$ cat config.mk
export PLATFORM = sky130hd
export DESIGN_NAME = dev_timer
export DESIGN_NICKNAME = d
export VERILOG_FILES = /design/src/rtl/dev_timer_pkg.sv /design/src/rtl/dev_timer.sv
export SDC_FILE = /design/constraint.sdc
export NUM_CORES = 1
export LEC_CHECK = 0
export CORE_ASPECT_RATIO = 0.75
export CORE_UTILIZATION = 35
export CTS_CLUSTER_SIZE = 20
export DETAILED_ROUTE_END_ITERATION = 10
export GPL_ROUTABILITY_DRIVEN = 0
export SETUP_SLACK_MARGIN = 0.02
export SYNTH_ARGS = -nofsm -noshare
export SYNTH_HDL_FRONTEND = slang
export SYNTH_SLANG_ARGS = --single-unit
export TNS_END_PERCENT = 5
$ cat constraint.sdc
create_clock -name Clk -period 5.3 [get_ports Clk]
set_input_delay 1.06 -clock Clk [delete_from_list [all_inputs] [get_ports Clk]]
set_output_delay 1.06 -clock Clk [all_outputs]
set_load 0.05 [all_outputs]
$ cat src/rtl/dev_timer_pkg.sv
// Shared definitions for the dev_timer block: register map, CTRL fields,
// MODE codes, FSM encoding and the byte-lane write merge.
package dev_timer_pkg;

    localparam logic [1:0] ADDR_CTRL   = 2'b00;
    localparam logic [1:0] ADDR_PRESET = 2'b01;
    localparam logic [1:0] ADDR_COUNT  = 2'b10;
    localparam logic [1:0] ADDR_RSVD   = 2'b11;

    localparam int CTRL_EN      = 0;
    localparam int CTRL_MODE_LO = 1;
    localparam int CTRL_MODE_HI = 2;
    localparam int CTRL_IM      = 3;
    localparam int CTRL_W       = 4;

    localparam logic [1:0] MODE_ONESHOT = 2'b00;
    localparam logic [1:0] MODE_RELOAD  = 2'b01;

    typedef enum logic [1:0] {
        ST_IDLE = 2'b00,
        ST_LOAD = 2'b01,
        ST_CNT  = 2'b10,
        ST_INT  = 2'b11
    } state_t;

    // Lane i of the result comes from new_val when be[i] is set, else old_val.
    function automatic logic [31:0] merge_bytes(input logic [31:0] old_val,
                                                input logic [31:0] new_val,
                                                input logic [3:0]  be);
        logic [31:0] res;
        for (int i = 0; i < 4; i++) begin
            res[8*i +: 8] = be[i] ? new_val[8*i +: 8] : old_val[8*i +: 8];
        end
        return res;
    endfunction

endpackage

$ cat src/rtl/dev_timer.sv
// Memory-mapped down-counting timer with one-shot / auto-reload modes and a
// maskable interrupt flag.
module dev_timer
    import dev_timer_pkg::*;
#(
    parameter logic [31:0] PRESET_RST = 32'h0000_0000
) (
    input  logic        Clk,
    input  logic        Reset,
    input  logic [1:0]  Addr,
    input  logic        WE,
    input  logic [3:0]  BE,
    input  logic [31:0] DIN,
    output logic [31:0] DOUT,
    output logic        IRQ
);

    logic [CTRL_W-1:0] ctrl_q, ctrl_d;
    logic [31:0]       preset_q, preset_d;
    logic [31:0]       count_q, count_d;
    state_t            state_q, state_d;
    logic              irq_flag_q, irq_flag_d;

    logic       en;
    logic       im;
    logic [1:0] mode;
    logic       wr_ctrl, wr_preset;
    logic       im_toggle;
    logic       irq_set, irq_hw_clr, hw_en_clr;

    assign en   = ctrl_q[CTRL_EN];
    assign im   = ctrl_q[CTRL_IM];
    assign mode = ctrl_q[CTRL_MODE_HI:CTRL_MODE_LO];

    assign wr_ctrl   = WE && (Addr == ADDR_CTRL);
    assign wr_preset = WE && (Addr == ADDR_PRESET);
    assign im_toggle = wr_ctrl && BE[0] && (DIN[CTRL_IM] != im);

    always_comb begin
        state_d    = state_q;
        count_d    = count_q;
        irq_set    = 1'b0;
        irq_hw_clr = 1'b0;
        hw_en_clr  = 1'b0;
        case (state_q)
            ST_IDLE: begin
                if (en) state_d = ST_LOAD;
            end
            ST_LOAD: begin
                count_d = preset_q;
                state_d = ST_CNT;
            end
            ST_CNT: begin
                if (!en) begin
                    state_d = ST_IDLE;
                end else if (count_q > 32'd1) begin
                    count_d = count_q - 32'd1;
                end else begin
                    count_d = 32'd0;
                    state_d = ST_INT;
                    irq_set = 1'b1;
                end
            end
            ST_INT: begin
                if (mode == MODE_RELOAD) begin
                    state_d    = ST_LOAD;
                    irq_hw_clr = 1'b1;
                end else begin
                    state_d   = ST_IDLE;
                    hw_en_clr = 1'b1;
                end
            end
            default: state_d = ST_IDLE;
        endcase
    end

    // A CPU write to CTRL lands after the hardware EN clear, so it wins.
    always_comb begin
        ctrl_d = ctrl_q;
        if (hw_en_clr) ctrl_d[CTRL_EN] = 1'b0;
        if (wr_ctrl && BE[0]) ctrl_d = DIN[CTRL_W-1:0];
    end

    assign preset_d = wr_preset ? merge_bytes(preset_q, DIN, BE) : preset_q;

    // CTRL writes that flip IM are pure mask operations and keep the pending
    // flag; any other CTRL or PRESET write acknowledges it.
    always_comb begin
        irq_flag_d = irq_flag_q;
        if (irq_hw_clr || wr_preset || (wr_ctrl && !im_toggle)) irq_flag_d = 1'b0;
        if (irq_set) irq_flag_d = 1'b1;
    end

    always_ff @(posedge Clk or posedge Reset) begin
        if (Reset) begin
            ctrl_q     <= '0;
            preset_q   <= PRESET_RST;
            count_q    <= '0;
            state_q    <= ST_IDLE;
            irq_flag_q <= 1'b0;
        end else begin
            ctrl_q     <= ctrl_d;
            preset_q   <= preset_d;
            count_q    <= count_d;
            state_q    <= state_d;
            irq_flag_q <= irq_flag_d;
        end
    end

    always_comb begin
        DOUT = '0;
        case (Addr)
            ADDR_CTRL:   DOUT = {{(32-CTRL_W){1'b0}}, ctrl_q};
            ADDR_PRESET: DOUT = preset_q;
            ADDR_COUNT:  DOUT = count_q;
            ADDR_RSVD:   DOUT = '0;
            default:     DOUT = '0;
        endcase
    end

    assign IRQ = irq_flag_q & im;

endmodule
Word-level counts from Yosys, hierarchy flattened

Cells that the tools add are included.

Output and inout port bits: 33
Bits in registers: 71
Word-level logic and storage cells: 62

$add $sub $neg: 1
Magnitude comparators: 1
Equality and inequality tests: 11
Mux-type cells: 20
Reduce and logical (&&, ||, !) cells: 19
Bitwise operators: 1

Operators with widths:

| cell                                                            | number |
|---|---|
| case mux 32 bit (4 select lines)                                | 1 |
| 2-to-1 mux 32 bit                                               | 2 |
| case mux 32 bit (2 select lines)                                | 1 |
| greater-than comparator 32 x 1 -> 1 bit (second input constant) | 1 |
| subtractor 32 x 1 -> 32 bit (second input constant)             | 1 |
| 2-to-1 mux 1 bit                                                | 12 |
| AND reduction 2 bit                                             | 6 |
| == test 2 bit (second input constant)                           | 4 |
| case mux 2 bit (4 select lines)                                 | 1 |
| == test 2 x 1 -> 1 bit (second input constant)                  | 3 |
| 2-to-1 mux 2 bit                                                | 3 |
| nonzero test 2 bit                                              | 3 |
| logical AND 1 bit                                               | 5 |
| logical NOT 2 bit                                               | 2 |
| != test 2 bit (second input constant)                           | 2 |
| != test 3 bit (second input constant)                           | 1 |
| logical OR 1 bit                                                | 2 |
| AND 1 bit                                                       | 1 |
| logical NOT 1 bit                                               | 1 |
| != test 1 bit                                                   | 1 |

Depth between registers and ports, before layout

Gate-level depths: netlist of run 1.

Depth after elaboration: 9
Depth in mapped cells: 9

Worst setup path after synthesis of run 1

No wires, ideal clock.

Kind: input-to-output
From: in Addr[1]
To: out DOUT[0]
Buffers on the path: 1
Cell stages on the path: 3
Required time: 4.240 ns
Data arrival time: 2.543 ns
Setup slack: 1.697 ns
Cell sequence: clkbuf_1 -> mux2i_1 -> o21ai_0

Longest elaborated chain between the ends: 2
Elaborated cells on any way between the ends: 5
Those cells by class: eq/ne: 3; mux: 1; reduce/logical: 1

Ends and longest elaborated chain:

| what                                        | line             | text |
|---|---|---|
| start: declaration                          | dev_timer.sv:10  | `input logic [1:0] Addr,` |
| == test 2 bit, or another cell as far along | dev_timer.sv:112 | `case (Addr)` |
| case mux 32 bit (4 select lines) *          | dev_timer.sv:112 |  |
| end: declaration                            | dev_timer.sv:14  | `output logic [31:0] DOUT,` |

Every way passes the cells marked *; elsewhere a longest branch is shown, timed or not.

Worst setup path in the final report of run 1

From: in Addr[0]
To: out DOUT[31]

The elaborated chain is that of the path after synthesis.

==> report_table.html, run 1 <==
<table>
<tr><th>Metric</th><th>Value</th></tr>
<tr><th colspan="2">Global route</th></tr>
<tr><td>GRT Resource Usage Total</td><td>21.20%</td></tr>
<tr><td>GR Util met3</td><td>6.232%</td></tr>
<tr><td>Global-route wire length before repair</td><td>19150 microns</td></tr>
<tr><td>Layer with the highest usage after global routing</td><td>met2</td></tr>
<tr><td>Pin count of the biggest net entering global routing</td><td>49</td></tr>
<tr><td>Overflow left after global routing</td><td>0</td></tr>
<tr><td>Met1 track utilization from global routing</td><td>29.49%</td></tr>
<tr><td>Number of antenna violations at the first check in global routing</td><td>0</td></tr>
<tr><td>Vias in the first global route</td><td>3518</td></tr>
<tr><td>Global Route met2 Usage</td><td>32.04%</td></tr>
<tr><th colspan="2">Placed design</th></tr>
<tr><td>Half-perimeter wire length of the detailed placement result</td><td>8100 microns</td></tr>
<tr><td>Total placed cells including tap cells</td><td>592</td></tr>
<tr><td>Port buffer count</td><td>73</td></tr>
<tr><th colspan="2">Power</th></tr>
<tr><td>P per Cell Area</td><td>518.2 nW/um^2</td></tr>
<tr><td>Sw Ratio</td><td>43.20%</td></tr>
<tr><td>Overall power of the completed layout</td><td>2.663 mW</td></tr>
<tr><td>Share of total power in combinational logic</td><td>41.6%</td></tr>
<tr><td>Internal portion of total power</td><td>1.513 mW</td></tr>
<tr><td>Net switching power</td><td>1.150 mW</td></tr>
<tr><td>Proportion of power drawn by the clock network</td><td>20.8%</td></tr>
<tr><td>Worst supply voltage drop on vdd</td><td>0.1848 mV</td></tr>
<tr><td>Leakage power of the design</td><td>1.984 nW</td></tr>
<tr><td>Sequential group share of total power</td><td>37.6%</td></tr>
<tr><th colspan="2">Logic synthesis</th></tr>
<tr><td>Ys async rst share</td><td>100.0%</td></tr>
<tr><td>Syn Inst Count</td><td>395</td></tr>
<tr><td>Mux cell area share after synthesis</td><td>11.04%</td></tr>
<tr><td>Biggest area consumer among synthesized cells</td><td>sky130_fd_sc_hd__dfrtp_1</td></tr>
<tr><td>Netlist Area Pre-Place</td><td>4024 sq um</td></tr>
<tr><td>Post-synthesis register bit count</td><td>71</td></tr>
<tr><td>Area share of the leading cell type in the synthesized netlist</td><td>44.15%</td></tr>
<tr><td>Post-Syn Area per Cell</td><td>10.19 sq um</td></tr>
<tr><td>Top area cells in the synthesized netlist</td><td>sky130_fd_sc_hd__dfrtp_1 (44%), sky130_fd_sc_hd__mux2_2 (9.8%), sky130_fd_sc_hd__a22o_1 (5.9%)</td></tr>
<tr><td>Dominant combinational cell family by area after synthesis</td><td>compound AO/OA/AOI/OAI gates</td></tr>
<tr><td>Arithmetic-cell share of the synthesized area counting full adders, half adders and majority gates</td><td>0.6219%</td></tr>
<tr><td>Complex-gate fraction of the synthesized area</td><td>20.12%</td></tr>
<tr><td>Number of enable flip-flop cells after synthesis</td><td>0</td></tr>
<tr><td>Post-Synth XOR/XNOR Area</td><td>0.2177%</td></tr>
<tr><td>Post-Synthesis Net Count</td><td>438</td></tr>
<tr><td>Post-synthesis cell type count</td><td>59</td></tr>
<tr><td>Area fraction in and, or, nand and nor cells after synthesis</td><td>19.78%</td></tr>
<tr><td>Primary flip-flop cell chosen by synthesis mapping</td><td>sky130_fd_sc_hd__dfrtp_1</td></tr>
<tr><td>Synthesis Warnings</td><td>0</td></tr>
<tr><td>Sequential share of the synthesized area</td><td>44.15%</td></tr>
<tr><th colspan="2">CTS</th></tr>
<tr><td>Number of buffers created by CTS</td><td>9</td></tr>
<tr><td>H-Tree Depth</td><td>3</td></tr>
<tr><td>Clk pin slew, worst setup/hold paths</td><td>60 ps</td></tr>
<tr><td>Cts-stage hold buffer count</td><td>0</td></tr>
<tr><td>Cells resized by post-CTS repair</td><td>0</td></tr>
<tr><td>Maximum clock insertion buffer count</td><td>2</td></tr>
<tr><td>TritonCTS clock tree</td><td>done</td></tr>
<tr><td>Post CTS Setup Buffer Count</td><td>0</td></tr>
<tr><td>Clk root buf</td><td>sky130_fd_sc_hd__clkbuf_16</td></tr>
<tr><td>Clock latency at the later pin of the worst-skew pair</td><td>340 ps</td></tr>
<tr><td>Clock Sinks</td><td>71</td></tr>
<tr><th colspan="2">Routing</th></tr>
<tr><td>WL per Instance</td><td>19.23 microns</td></tr>
<tr><td>Number of routed nets with antenna violations</td><td>0</td></tr>
<tr><td>DR vias</td><td>3472</td></tr>
<tr><td>DRT iter0 DRCs</td><td>224</td></tr>
<tr><td>Remaining DRCs</td><td>0</td></tr>
<tr><td>Overall routed net length</td><td>11660 microns</td></tr>
<tr><td>First-pass detailed-route iteration total</td><td>4</td></tr>
<tr><td>Ratio of routed vias to standard cells</td><td>5.729</td></tr>
<tr><th colspan="2">Floorplanning</th></tr>
<tr><td>Initial core utilization</td><td>36.36%</td></tr>
<tr><td>Die width</td><td>125.8 microns</td></tr>
<tr><td>Number of cell rows</td><td>33</td></tr>
<tr><td>Die Footprint</td><td>11930 sq um</td></tr>
<tr><td>Die Span Y</td><td>94.86 microns</td></tr>
<tr><td>Ports</td><td>74</td></tr>
<tr><td>Floorplan core area</td><td>11070 sq um</td></tr>
<tr><th colspan="2">Finish</th></tr>
<tr><td>Fraction of final layout cells with drive strength greater than 1</td><td>16.74%</td></tr>
<tr><td>Non-filler cells in the finished layout</td><td>606</td></tr>
<tr><td>Net total in the final layout</td><td>506</td></tr>
<tr><td>N_diodes</td><td>0</td></tr>
<tr><td>Synthesis-to-layout area growth</td><td>27.74%</td></tr>
<tr><th colspan="2">STA</th></tr>
<tr><td>Max Fclk</td><td>220.0 MHz</td></tr>
<tr><td>Total Neg Setup Slack</td><td>0 ps</td></tr>
<tr><td>Transition time at the pin with the least slew margin</td><td>1042 ps</td></tr>
<tr><td>Final hold viol count</td><td>0</td></tr>
<tr><td>Number of failing setup endpoints in the final timing report</td><td>0</td></tr>
<tr><td>RSZ-0062 raised after global routing</td><td>false</td></tr>
<tr><td>Max-slew violation total from the final report</td><td>0</td></tr>
<tr><td>Slew HR</td><td>30.46%</td></tr>
<tr><td>Final worst-path cycle share</td><td>85.78%</td></tr>
<tr><td>Post-layout minimum cycle time</td><td>4546 ps</td></tr>
<tr><td>Setup skew after layout</td><td>8.104 ps</td></tr>
<tr><th colspan="2">Worst setup path</th></tr>
<tr><td>Critical path peak fanout</td><td>14</td></tr>
<tr><td>Crit Path Category</td><td>in -&gt; out</td></tr>
<tr><td>Worst reg2reg startpoint</td><td>count_q[20]$_DFFE_PP0P_</td></tr>
<tr><td>Data required time of the critical path</td><td>4240 ps</td></tr>
<tr><td>Worst reg2reg path endpoint</td><td>count_q[9]$_DFFE_PP0P_</td></tr>
<tr><td>Data arrival time of the critical path</td><td>3490 ps</td></tr>
<tr><td>Cell count of the worst reg-to-reg path</td><td>7</td></tr>
<tr><td>Type of element launching the critical path</td><td>primary input</td></tr>
<tr><td>R2R Setup Slk</td><td>2000 ps</td></tr>
<tr><td>Kind of capture point of the worst setup path</td><td>primary output</td></tr>
<tr><th colspan="2">Status</th></tr>
<tr><td>Outcome</td><td>finished, final reports clean</td></tr>
<tr><th colspan="2">Hold path</th></tr>
<tr><td>Worst Hold Class</td><td>reg -&gt; reg</td></tr>
<tr><td>Cell depth of the worst hold path</td><td>2</td></tr>
<tr><td>Worst min-delay path endpoint</td><td>count_q[23]$_DFFE_PP0P_</td></tr>
<tr><td>Hold wc startpoint</td><td>preset_q[23]$_DFFE_PP0P_</td></tr>
<tr><th colspan="2">Job</th></tr>
<tr><td>MaxCap Viol Count</td><td>0</td></tr>
</table>
==> cells by family after synthesis <==
group | count (synthesis)
AO/OA/AOI/OAI | 111
XOR/XNOR | 1
adder cells (fa/ha/maj) | 2
buffers and inverters | 34
flip-flops | 71
multiplexers | 40
AND/OR/NAND/NOR | 136
==> stage by stage <==
stage / util [%] / hold slack (ps) / setup WS (ps) / cell area [sq um]
6_report: 46.45 / 519.1 / 753.7 / 5140
5_1_grt: 46.45 / 554.7 / 560.8 / 5140
4_1_cts: 46.45 / 517.3 / 714.0 / 5140
3_5_place_dp: 44.05 / 504.7 / 726.0 / 4875
3_3_place_gp: 44.05 / 502.9 / 771.1 / 4875
2_1_floorplan: - / 472.7 / 1697 / 4024
==> layer usage <==
| metal | share of wire (%) | vias up |
|---|---|---|
| met4 | 0.37 | 0 |
| met1 | 50 | 1703 |
| li1 | - | 1656 |
| met3 | 6.1 | 4 |
| met5 | 0 | - |
| met2 | 44 | 109 |
==> cell usage in the layout (no fill, tap or decap), types with 2 or more instances in the layout <==
master / count
sky130_fd_sc_hd__nand3b_1: 3
sky130_fd_sc_hd__o22ai_1: 4
sky130_fd_sc_hd__o21ai_0: 25
sky130_fd_sc_hd__o211ai_1: 3
sky130_fd_sc_hd__o21ai_1: 6
sky130_fd_sc_hd__nand3_1: 20
sky130_fd_sc_hd__clkbuf_1: 2
sky130_fd_sc_hd__nand2_1: 32
sky130_fd_sc_hd__mux2_2: 35
sky130_fd_sc_hd__a22o_1: 27
sky130_fd_sc_hd__a32oi_1: 6
sky130_fd_sc_hd__nor3_1: 15
sky130_fd_sc_hd__inv_1: 8
sky130_fd_sc_hd__nor2b_2: 2
sky130_fd_sc_hd__buf_4: 9
sky130_fd_sc_hd__o41ai_1: 2
sky130_fd_sc_hd__a22oi_1: 7
sky130_fd_sc_hd__o311ai_1: 5
sky130_fd_sc_hd__nor4_1: 12
sky130_fd_sc_hd__a21oi_1: 7
sky130_fd_sc_hd__nand2b_1: 4
sky130_fd_sc_hd__or4_1: 2
sky130_fd_sc_hd__nor2_1: 9
sky130_fd_sc_hd__nor4_4: 2
sky130_fd_sc_hd__nor3_4: 2
sky130_fd_sc_hd__clkbuf_8: 2
sky130_fd_sc_hd__or2_2: 4
sky130_fd_sc_hd__mux2i_1: 5
sky130_fd_sc_hd__ha_1: 2
sky130_fd_sc_hd__clkdlybuf4s50_1: 73
sky130_fd_sc_hd__clkbuf_16: 9
sky130_fd_sc_hd__nor2b_1: 4
sky130_fd_sc_hd__nor3b_1: 4
sky130_fd_sc_hd__o311ai_0: 7
sky130_fd_sc_hd__dfrtp_1: 71
sky130_fd_sc_hd__or3_1: 8
==> worst max-delay path, stage by stage <==
cell and delay, ps:
sky130_fd_sc_hd__clkdlybuf4s50_1 530, sky130_fd_sc_hd__nor2b_2 660, sky130_fd_sc_hd__buf_4 290, sky130_fd_sc_hd__a22o_1 140
sky130_fd_sc_hd__clkdlybuf4s50_1 800
==> cell usage after synthesis (2+ instances only) <==
master and n:
sky130_fd_sc_hd__a22oi_1 7, sky130_fd_sc_hd__o22ai_1 4, sky130_fd_sc_hd__or3_1 8, sky130_fd_sc_hd__nor4_1 12
sky130_fd_sc_hd__a22o_1 27, sky130_fd_sc_hd__nor3_1 15, sky130_fd_sc_hd__buf_4 3, sky130_fd_sc_hd__buf_2 2
sky130_fd_sc_hd__o311ai_0 7, sky130_fd_sc_hd__o311ai_1 5, sky130_fd_sc_hd__o211ai_1 3, sky130_fd_sc_hd__nor2_1 10
sky130_fd_sc_hd__a32oi_1 6, sky130_fd_sc_hd__nor3_4 2, sky130_fd_sc_hd__nor4_4 2, sky130_fd_sc_hd__ha_1 2
sky130_fd_sc_hd__nand2_1 32, sky130_fd_sc_hd__o21ai_0 25, sky130_fd_sc_hd__nor2b_1 6, sky130_fd_sc_hd__nand2b_1 4
sky130_fd_sc_hd__or4_1 2, sky130_fd_sc_hd__inv_1 9, sky130_fd_sc_hd__dfrtp_1 71, sky130_fd_sc_hd__buf_6 3
sky130_fd_sc_hd__mux2_2 35, sky130_fd_sc_hd__o41ai_1 2, sky130_fd_sc_hd__nor3b_1 4, sky130_fd_sc_hd__o21ai_1 6
sky130_fd_sc_hd__nand3b_1 3, sky130_fd_sc_hd__or2_2 4, sky130_fd_sc_hd__a21oi_1 7, sky130_fd_sc_hd__nand3_1 20
sky130_fd_sc_hd__clkbuf_1 17, sky130_fd_sc_hd__mux2i_1 5
==> final cells by class <==
class                           count  area (sq um)
Clock buffer                       13         260.3
Sequential cell                    71          1777
Timing Repair Buffer               82         798.3
Fill cell                        1076          5926
Inverter                            9         33.78
Tap cell                          140         175.2
Multi-Input combinational cell    290          2091
Clock inverter                      1         5.005
==> registers in the layout (all words and copies together), names as in the netlist <==
| register | cells |
|---|---|
| ctrl_q | 4 |
| state_q | 2 |
| count_q | 32 |
| preset_q | 32 |
| irq_flag_q | 1 |
==> power groups by stage <==
stage	Clock [mW]	Sequential (mW)	Combinational [mW]
after floorplan	0	0.893	0.865
after detailed placement	0	1.00	1.11
after global placement	0	0.999	1.09
final	0.554	1.00	1.11
after global routing	0.591	1.03	1.22
after CTS	0.569	0.997	1.11
==> worst max-delay path by stage <==
| stage | start | endpoint | cells past startpoint |
|---|---|---|---|
| after detailed placement | Addr[0] | DOUT[31] | 5 |
| final | Addr[0] | DOUT[31] | 5 |
| after global placement | Addr[0] | DOUT[31] | 5 |
| after CTS | Addr[0] | DOUT[31] | 5 |
| after global routing | Addr[0] | DOUT[26] | 5 |
| after floorplan | Addr[1] | DOUT[0] | 3 |
Note: power is estimated with default switching activity, not from simulation.
==> run 2: changes to the inputs <==
Settings changed: GPL_ROUTABILITY_DRIVEN 0 to 1, HOLD_SLACK_MARGIN set to 0.1.
==> results of run 2 <==
No change in the layout: final DEF, timing and power equal those of run 1.
